--- src/rtl/spi_frame_rx_pkg.sv ---
// Shared definitions for the SPI register-bank front-end and its downstream decoder.
package spi_frame_pkg;

    localparam int FRAME_BITS = 16;
    localparam int ADDR_BITS  = 8;

    typedef enum logic [1:0] {
        WAIT_IDLE = 2'd0,
        IDLE      = 2'd1,
        SHIFT     = 2'd2,
        DONE      = 2'd3
    } state_t;

    // Register map consumed by the set/clear/toggle decoder
    localparam logic [ADDR_BITS-1:0] REG_LED        = 8'd7;
    localparam logic [ADDR_BITS-1:0] REG_MUX        = 8'd8;
    localparam logic [ADDR_BITS-1:0] REG_DAC        = 8'd9;
    localparam logic [ADDR_BITS-1:0] REG_RAILS      = 8'd10;
    localparam logic [ADDR_BITS-1:0] REG_SOFT_RESET = 8'd11;

endpackage

--- src/rtl/spi_frame_rx_sync_edge.sv ---
// Multi-flop synchroniser for one raw pin plus single-cycle rise/fall pulses.
// RESET_VAL is the pin's idle level, so reset never fabricates an edge.
module sync_edge
    import spi_frame_pkg::*;
#(
    parameter int   SYNC_STAGES = 2,
    parameter logic RESET_VAL   = 1'b0
) (
    input  logic i_clk,
    input  logic i_rst_n,
    input  logic i_din,
    output logic o_level,
    output logic o_rise,
    output logic o_fall
);

    logic [SYNC_STAGES-1:0] r_sync;
    logic                   r_prev;

    always_ff @(posedge i_clk or negedge i_rst_n) begin
        if (!i_rst_n) begin
            r_sync <= {SYNC_STAGES{RESET_VAL}};
            r_prev <= RESET_VAL;
        end else begin
            r_sync <= {r_sync[SYNC_STAGES-2:0], i_din};
            r_prev <= r_sync[SYNC_STAGES-1];
        end
    end

    assign o_level = r_sync[SYNC_STAGES-1];
    assign o_rise  = r_sync[SYNC_STAGES-1] & ~r_prev;
    assign o_fall  = ~r_sync[SYNC_STAGES-1] & r_prev;

endmodule

--- src/rtl/spi_frame_rx.sv ---
// Oversampled SPI frame receiver feeding the register bank; clk must run >= 4x spi_clk.
// Define SPI_FRAME_RX_READBACK_EN to shift i_tx_data out on o_spi_miso; otherwise MISO is tied low.
//
// state     | meaning
// WAIT_IDLE | after reset or abort: wait for settled synchronisers and cs high
// IDLE      | wait for cs falling with special low
// SHIFT     | frame in progress, one bit per spi_clk falling edge
// DONE      | one cycle: publish frame or flag error
module spi_frame_rx
    import spi_frame_pkg::*;
#(
    parameter int MSB         = FRAME_BITS,
    parameter int SYNC_STAGES = 2
) (
    input  logic                 i_clk,
    input  logic                 i_rst_n,
    input  logic                 i_spi_clk,
    input  logic                 i_spi_cs,
    input  logic                 i_spi_special,
    input  logic                 i_spi_mosi,
    output logic                 o_spi_miso,
    input  logic [MSB-1:0]       i_tx_data,
    output logic                 o_frame_valid,
    output logic [ADDR_BITS-1:0] o_frame_addr,
    output logic [ADDR_BITS-1:0] o_frame_val,
    output logic                 o_frame_err,
    output logic                 o_busy
);

    localparam int               CNT_W    = $clog2(MSB + 2);
    localparam logic [CNT_W-1:0] CNT_FULL = CNT_W'(MSB);
    localparam logic [CNT_W-1:0] CNT_SAT  = CNT_W'(MSB + 1);

    logic w_sclk_level, w_sclk_rise, w_sclk_fall;
    logic w_cs_level, w_cs_rise, w_cs_fall;
    logic w_unused_sync;

    sync_edge #(.SYNC_STAGES(SYNC_STAGES), .RESET_VAL(1'b0)) u_sync_sclk (
        .i_clk   (i_clk),
        .i_rst_n (i_rst_n),
        .i_din   (i_spi_clk),
        .o_level (w_sclk_level),
        .o_rise  (w_sclk_rise),
        .o_fall  (w_sclk_fall)
    );

    sync_edge #(.SYNC_STAGES(SYNC_STAGES), .RESET_VAL(1'b1)) u_sync_cs (
        .i_clk   (i_clk),
        .i_rst_n (i_rst_n),
        .i_din   (i_spi_cs),
        .o_level (w_cs_level),
        .o_rise  (w_cs_rise),
        .o_fall  (w_cs_fall)
    );

    assign w_unused_sync = w_sclk_level ^ w_sclk_rise;

    logic [SYNC_STAGES-1:0] r_mosi_sync;
    logic [SYNC_STAGES-1:0] r_special_sync;
    logic [SYNC_STAGES:0]   r_settle;
    logic                   w_mosi;
    logic                   w_special;

    // r_settle fills once the synchroniser chains hold real pin values rather than reset levels,
    // so a reset during an active frame cannot be mistaken for a fresh cs falling edge.
    always_ff @(posedge i_clk or negedge i_rst_n) begin
        if (!i_rst_n) begin
            r_mosi_sync    <= '0;
            r_special_sync <= '1;
            r_settle       <= '0;
        end else begin
            r_mosi_sync    <= {r_mosi_sync[SYNC_STAGES-2:0], i_spi_mosi};
            r_special_sync <= {r_special_sync[SYNC_STAGES-2:0], i_spi_special};
            r_settle       <= {r_settle[SYNC_STAGES-1:0], 1'b1};
        end
    end

    assign w_mosi    = r_mosi_sync[SYNC_STAGES-1];
    assign w_special = r_special_sync[SYNC_STAGES-1];

    state_t               r_state, w_state_next;
    logic [CNT_W-1:0]     r_count, w_count_next;
    logic [MSB-1:0]       r_rx_shift, w_rx_next;
    logic                 w_load_tx, w_shift_en;
    logic                 w_valid_next, w_err_next;
    logic                 r_busy, r_frame_valid, r_frame_err;
    logic [ADDR_BITS-1:0] r_frame_addr, r_frame_val;

    always_comb begin
        w_state_next = r_state;
        w_count_next = r_count;
        w_rx_next    = r_rx_shift;
        w_load_tx    = 1'b0;
        w_shift_en   = 1'b0;
        w_valid_next = 1'b0;
        w_err_next   = 1'b0;
        case (r_state)
            WAIT_IDLE: begin
                if (r_settle[SYNC_STAGES] && w_cs_level)
                    w_state_next = IDLE;
            end
            IDLE: begin
                if (w_cs_fall && !w_special) begin
                    w_state_next = SHIFT;
                    w_count_next = '0;
                    w_load_tx    = 1'b1;
                end
            end
            SHIFT: begin
                // A clock edge coinciding with cs rising is still counted before DONE
                if (w_sclk_fall) begin
                    w_rx_next  = {r_rx_shift[MSB-2:0], w_mosi};
                    w_shift_en = 1'b1;
                    if (r_count != CNT_SAT)
                        w_count_next = r_count + CNT_W'(1);
                end
                if (w_special) begin
                    w_err_next   = 1'b1;
                    w_state_next = WAIT_IDLE;
                end else if (w_cs_rise) begin
                    w_state_next = DONE;
                end
            end
            DONE: begin
                if (r_count == CNT_FULL)
                    w_valid_next = 1'b1;
                else
                    w_err_next = 1'b1;
                w_state_next = IDLE;
            end
            default: w_state_next = WAIT_IDLE;
        endcase
    end

    always_ff @(posedge i_clk or negedge i_rst_n) begin
        if (!i_rst_n) begin
            r_state       <= WAIT_IDLE;
            r_count       <= '0;
            r_rx_shift    <= '0;
            r_busy        <= 1'b0;
            r_frame_valid <= 1'b0;
            r_frame_err   <= 1'b0;
            r_frame_addr  <= '0;
            r_frame_val   <= '0;
        end else begin
            r_state       <= w_state_next;
            r_count       <= w_count_next;
            r_rx_shift    <= w_rx_next;
            r_busy        <= (w_state_next == SHIFT) || (w_state_next == DONE);
            r_frame_valid <= w_valid_next;
            r_frame_err   <= w_err_next;
            if (w_valid_next) begin
                r_frame_addr <= r_rx_shift[MSB-1 -: ADDR_BITS];
                r_frame_val  <= r_rx_shift[ADDR_BITS-1:0];
            end
        end
    end

    assign o_frame_valid = r_frame_valid;
    assign o_frame_err   = r_frame_err;
    assign o_frame_addr  = r_frame_addr;
    assign o_frame_val   = r_frame_val;
    assign o_busy        = r_busy;

`ifdef SPI_FRAME_RX_READBACK_EN
    logic [MSB-1:0] r_tx_shift, w_tx_next;
    logic           r_miso;

    always_comb begin
        w_tx_next = r_tx_shift;
        if (w_load_tx)
            w_tx_next = i_tx_data;
        else if (w_shift_en)
            w_tx_next = {r_tx_shift[MSB-2:0], 1'b0};
    end

    // MISO follows the next shift value so the first bit is out before the first rising spi_clk
    always_ff @(posedge i_clk or negedge i_rst_n) begin
        if (!i_rst_n) begin
            r_tx_shift <= '0;
            r_miso     <= 1'b0;
        end else begin
            r_tx_shift <= w_tx_next;
            r_miso     <= (w_state_next == SHIFT) ? w_tx_next[MSB-1] : 1'b0;
        end
    end

    assign o_spi_miso = r_miso;
`else
    logic w_unused_tx;

    assign w_unused_tx = ^{i_tx_data, w_load_tx, w_shift_en};
    assign o_spi_miso  = 1'b0;
`endif

endmodule

--- config.mk ---
export PLATFORM = sky130hd
export DESIGN_NAME = spi_frame_rx
export DESIGN_NICKNAME = d
export VERILOG_FILES = /design/src/rtl/spi_frame_rx_pkg.sv /design/src/rtl/spi_frame_rx_sync_edge.sv /design/src/rtl/spi_frame_rx.sv
export SDC_FILE = /design/constraint.sdc
export NUM_CORES = 1
export LEC_CHECK = 0
export BUFFER_PORTS_ARGS = -buffer_cell sky130_fd_sc_hd__buf_4
export CORE_AREA = 2 2 60 76
export DETAILED_ROUTE_END_ITERATION = 8
export DIE_AREA = 0 0 62 78
export MAX_ROUTING_LAYER = met4
export PLACE_DENSITY = 0.76
export SYNTH_ARGS = -nofsm -noshare
export SYNTH_HDL_FRONTEND = slang
export SYNTH_SLANG_ARGS = --single-unit
export TNS_END_PERCENT = 100
--- constraint.sdc ---
create_clock -name i_clk -period 2.45 [get_ports i_clk]
set_clock_uncertainty 0.1 [all_clocks]
set_input_delay 0.3675 -clock i_clk [delete_from_list [all_inputs] [get_ports i_clk]]
set_output_delay 0.3675 -clock i_clk [all_outputs]
set_load 0.01 [all_outputs]
Word level (Yosys, flattened, before mapping)
Index checks and enable logic that the tools add are counted.

$add $sub $neg: 1. Equality and inequality tests: 10. Muxes and demuxes: 14. Bitwise logic cells: 6. Reduce and logical (&&, ||, !) cells: 8.

Operators with widths (number): $mux 5 (3); $pmux 5 s2 (1); $eq 2x2->1 const B (4); $mux 2 (4); $pmux 2 s4 (1); $add 5x1->5 const B (1); $eq 5x5->1 const B (1); $ne 5x5->1 const B (1); $mux 1 (4); $ne 2x2->1 const B (2); $reduce_and 4->1 (1); $and 1x1->1 (3); $not 1->1 (3); $eq 2x1->1 const B (1); $logic_and 1x1->1 (2); $logic_not 2->1 (1); $ne 2x1->1 const B (1); $pmux 1 s2 (1); $reduce_and 2->1 (1); $reduce_bool 2->1 (1); $logic_not 1->1 (1); $logic_or 1x1->1 (1).

Flip-flop bits (word level): 55. Word-level logic and storage cells: 54.

Depth between registers and ports, before layout
Word-level depth: 7. Mapped depth: 7. Gate-level depth less buffers: 5.

Modules after synthesis
A second synthesis with hierarchy kept.

Cell total of the unflattened synthesis: 172. Area total of the unflattened synthesis: 2183.3 µm².

By module, submodules not included: spi_frame_rx (times used 1, cells each 162, area each 1999.4 µm², seq. area each 1228.7 µm²); sync_edge (u_sync_cs) (times used 1, cells each 5, area each 93.8 µm², seq. area each 78.8 µm²); sync_edge (u_sync_sclk) (times used 1, cells each 5, area each 90.1 µm², seq. area each 75.1 µm²).

Least setup slack after synthesis
Ideal clock, no wire load.

Path kind: reg2reg. Start point: register r_count[0]. End point: register r_frame_addr[1], in the netlist o_frame_addr[1]. Setup time: 0.125 ns. Data arrival time: 1.628 ns. Required time: 2.225 ns. Path slack: 0.597 ns. Cell stages (with the launch flop): 8. Path buffers: 2. Clock period less this slack: 1.853 ns. Cell sequence: dfrtp_1 inv_1 ha_1 nor4bb_2 and3_1 buf_6 buf_12 mux2_4.

Longest elaborated chain between the ends: 3.

Ends and longest elaborated chain: start: declaration (line spi_frame_rx.sv:82) `logic [CNT_W-1:0] r_count, w_count_next;`; start signal: assignment (line spi_frame_rx.sv:147) `r_count <= w_count_next;`; $eq 5x5->1 (line spi_frame_rx.sv:125) `if (r_count == CNT_FULL)`; $mux 1 (line spi_frame_rx.sv:125); $mux 1 (line spi_frame_rx.sv:97) `case (r_state)`; net w_valid_next (line spi_frame_rx.sv:85) `logic w_valid_next, w_err_next;`; end signal: assignment (line spi_frame_rx.sv:153) `r_frame_addr <= r_rx_shift[MSB-1 -: ADDR_BITS];`; end: declaration (line spi_frame_rx.sv:87) `logic [ADDR_BITS-1:0] r_frame_addr, r_frame_val;`.

The timed path passes the listed nets, and every way through them passes these cells. A chain may end at the register's enable or synchronous reset.

Worst setup path after layout
Start point: register r_count[0]. End point: register r_frame_val[3], in the netlist o_frame_val[3].

Longest elaborated chain between the ends: 3.

Ends and longest elaborated chain: $eq 5x5->1 (line spi_frame_rx.sv:125); $mux 1 (line spi_frame_rx.sv:125); $mux 1 (line spi_frame_rx.sv:97); end signal: assignment (line spi_frame_rx.sv:154) `r_frame_val <= r_rx_shift[ADDR_BITS-1:0];`; end: declaration (line spi_frame_rx.sv:87).

Every way passes these cells.

==> results by group <==
Run status
  – Status: finished with violations
  – Violated checks: negative hold slack

Clock tree
  – Hold-fix buffers, CTS: 0
  – Root Buffer: clkbuf_8
  – CTS buffer count: 5
  – TritonCTS clock tree: built
  – Setup bufs post-CTS: 0
  – Sink Count: 55
  – H-Tree Level Count: 2
  – Number of gates resized after cts: 0
  – Worst-path clk slew: 0.10 ns
  – CTS Buffer Depth: 2
  – Worst-Skew Late Latency: 0.31 ns

Global routing
  – GR Util met2: 0.266
  – Largest net degree at the start of global routing: 56
  – Vias in the first global route: 1265
  – Met1 usage in global routing: 0.192
  – GR Overflow Total: 0
  – Antenna violations before repair: 0
  – First-pass GRT wire length: 5.75 mm
  – Busiest grt layer: met2
  – Met3 Resource Use GR: 0.0483
  – Tot GR Track Use: 0.166

STA
  – Hold slack: -0.0127 ns
  – Fin. max-slew vios: 0
  – Final Hold Viols: 24
  – Fin crit period: 2.08 ns
  – Worst Tran Pin Value: 0.660 ns
  – Unrepaired setup endpoints after global routing: false
  – Period utilization: 0.851
  – Relative slew slack: 0.560
  – Setup violation total in the final timing report: 0
  – Final TNS setup: 0 ns
  – FMAX: 0.480 GHz

Setup path
  – Top cell family by delay on the critical path: simple AND/OR/NAND/NOR gates
  – Reg2reg start: r_count[0]
  – Critical path origin: r_count[0]
  – CP max FO: 17
  – R2R cell count: 6
  – Stages on worst setup path: 6
  – CP Data Required Time: 2.54 ns
  – Cell breakdown of the critical path: inv_1 > ha_1 > nor4bb_2 > and3_1 > buf_4 > mux2_2
  – Crit path launch type: register
  – Kind of critical path: reg -> reg
  – Crit path capture type: register
  – Slowest stage delay, CP: 0.43 ns
  – Data arrival time of the worst path: 2.18 ns
  – Slowest cell on crit path: dfrtp_1
  – WP buf/inv: 2

Power
  – P_leak: 1.29 nW
  – Net switching power: 0.330 mW
  – P_int: 1.29 mW
  – Sw frac: 0.204
  – PwrDens: 653 nW/um2
  – Clock share of power: 0.374
  – Combinational share of power: 0.036
  – Worst VDD drop: 0.000404 V
  – Flop pwr share: 0.590

Floorplanning
  – Die H: 78 um
  – Initial core utilization: 0.524
  – Rows: 26
  – Core area: 4070 um2
  – Die footprint: 4840 um2
  – Io pins: 42
  – Die Width: 62 um

Drt
  – DRT antenna net count: 0
  – Routed WL: 3.34 mm
  – Drt pass-1 iters: 6
  – Routed vias/inst: 5.15
  – Iter 0 DRT Violations: 74
  – DRC errors left: 0
  – Average wire per standard cell: 13.4 um
  – Via count: 1287

Synth
  – Mean Syn Cell Area: 12.8 um2
  – Post-synthesis async set-or-reset flop share: 1.00
  – Dominant cells by area after synthesis: dfrtp_1 (59%), nand2_1 (8.6%), mux2_4 (6.3%)
  – Cells after Synth: 167
  – Post-synth EDFFs: 0
  – Cell taking the most area after synthesis: dfrtp_1
  – Most common cell in the synthesized netlist: dfrtp_1
  – Post-synthesis sequential area ratio: 0.648
  – Flip-flop and latch count after synthesis: 55
  – Post-synth net total: 192
  – Post-synth top area share: 0.587
  – Yosys Warn Count: 0
  – Main synth FF type: dfrtp_1
  – Netlist cell types: 31
  – Synth top cells by count: dfrtp_1 (50), nand2_1 (49), mux2_4 (9), mux2_2 (7)
  – Mapped cell area: 2130 um2

Final layout
  – Fill count: 315
  – Finished Layout Cells: 250
  – Layout area overhead: 16.1%
  – Layout cells sized above 1: 0.320
  – Layout Nets: 218
  – ANT cells: 0

Worst hold path
  – Worst hold path type: in -> async

Placed design
  – Post-detail-place hpwl: 2.29 mm
  – Final GP Congestion: 0.721
  – Placed cells: 242
  – Buffers added on ports: 24

Run
  – Max-cap check violation count: 0
path summary, 6_finish.rpt:
check / endpoint / slack (ns)
max in group asynchronous: u_sync_sclk.r_sync[1] / 1.82
hold reg to reg: u_sync_sclk.r_sync[1] / 0.25
setup / recovery: o_frame_val[3] / 0.37
setup reg to reg: o_frame_val[3] / 0.37
min in group i_clk: r_mosi_sync[0] / 0.06
hold / removal: r_rx_shift[12] / -0.01
cells by family after synthesis:
group / Yosys count / synth area share
AND/OR/NAND/NOR: 63 / 0.140
flip-flops: 55 / 0.648
multiplexers: 18 / 0.110
AO/OA/AOI/OAI: 13 / 0.0423
buffers and inverters: 13 / 0.0381
adder cells (fa/ha/maj): 3 / 0.0176
other: 2 / 0.00352
power by group through the flow:
stage / registers [mW] / clock network [mW] / logic [mW]
3_5_place_dp: 0.971 / 0 / 0.0599
6_report: 0.953 / 0.605 / 0.0581
2_1_floorplan: 0.964 / 0 / 0.0292
5_1_grt: 0.958 / 0.662 / 0.0665
4_1_cts: 0.954 / 0.623 / 0.0599
3_3_place_gp: 0.969 / 0 / 0.0564
state kept, by name (all words and copies together), names as in the netlist:
| name | cells |
|---|---|
| r_settle | 3 |
| u_sync_sclk.r_sync | 2 |
| u_sync_sclk.r_prev | 1 |
| r_special_sync | 2 |
| o_busy | 1 |
| o_frame_err | 1 |
| u_sync_cs.r_sync | 2 |
| r_mosi_sync | 2 |
| o_frame_valid | 1 |
| o_frame_val | 8 |
| r_count | 5 |
| r_state | 2 |
| u_sync_cs.r_prev | 1 |
| r_rx_shift | 16 |
| o_frame_addr | 8 |
metal layers:
layer	part of all wire	wire [um]
met2	0.54	1810
met3	0.042	140
met5	0	0
met4	0.019	64
met1	0.40	1330
cell usage in the layout, fill, tap and decap left out, types with 3 or more instances in the layout:
cell type	count
a21oi_1	4
buf_4	27
clkbuf_8	6
dfrtp_1	50
dfstp_2	5
ha_1	3
inv_1	5
mux2_2	7
mux2_4	9
nand2_1	49
nand3_1	4
o21ai_0	3
final cells by class:
cell class,count,area (um2),share of cell area
Inverter,5,18.8,0.00758
Tap cell,56,70.1,0.0283
Sequential cell,55,1380,0.559
Multi-Input combinational cell,99,683,0.276
Clock inverter,2,35.0,0.0142
Timing Repair Buffer,27,203,0.0819
Clock buffer,6,82.6,0.0334
through the flow:
stage	hold WS (ns)	total power, mW	utilization	setup WS [ns]	instance area (um2)
floorplan	-0.0281	0.993	-	0.597	2130
global placement	0.233	1.03	0.580	0.434	2360
detailed placement	0.235	1.03	0.580	0.376	2360
CTS	0.00527	1.64	0.609	0.361	2470
global route	0.0288	1.69	0.609	0.241	2470
finish	-0.0127	1.62	0.609	0.366	2470
Power figures use the tool's default switching activity.
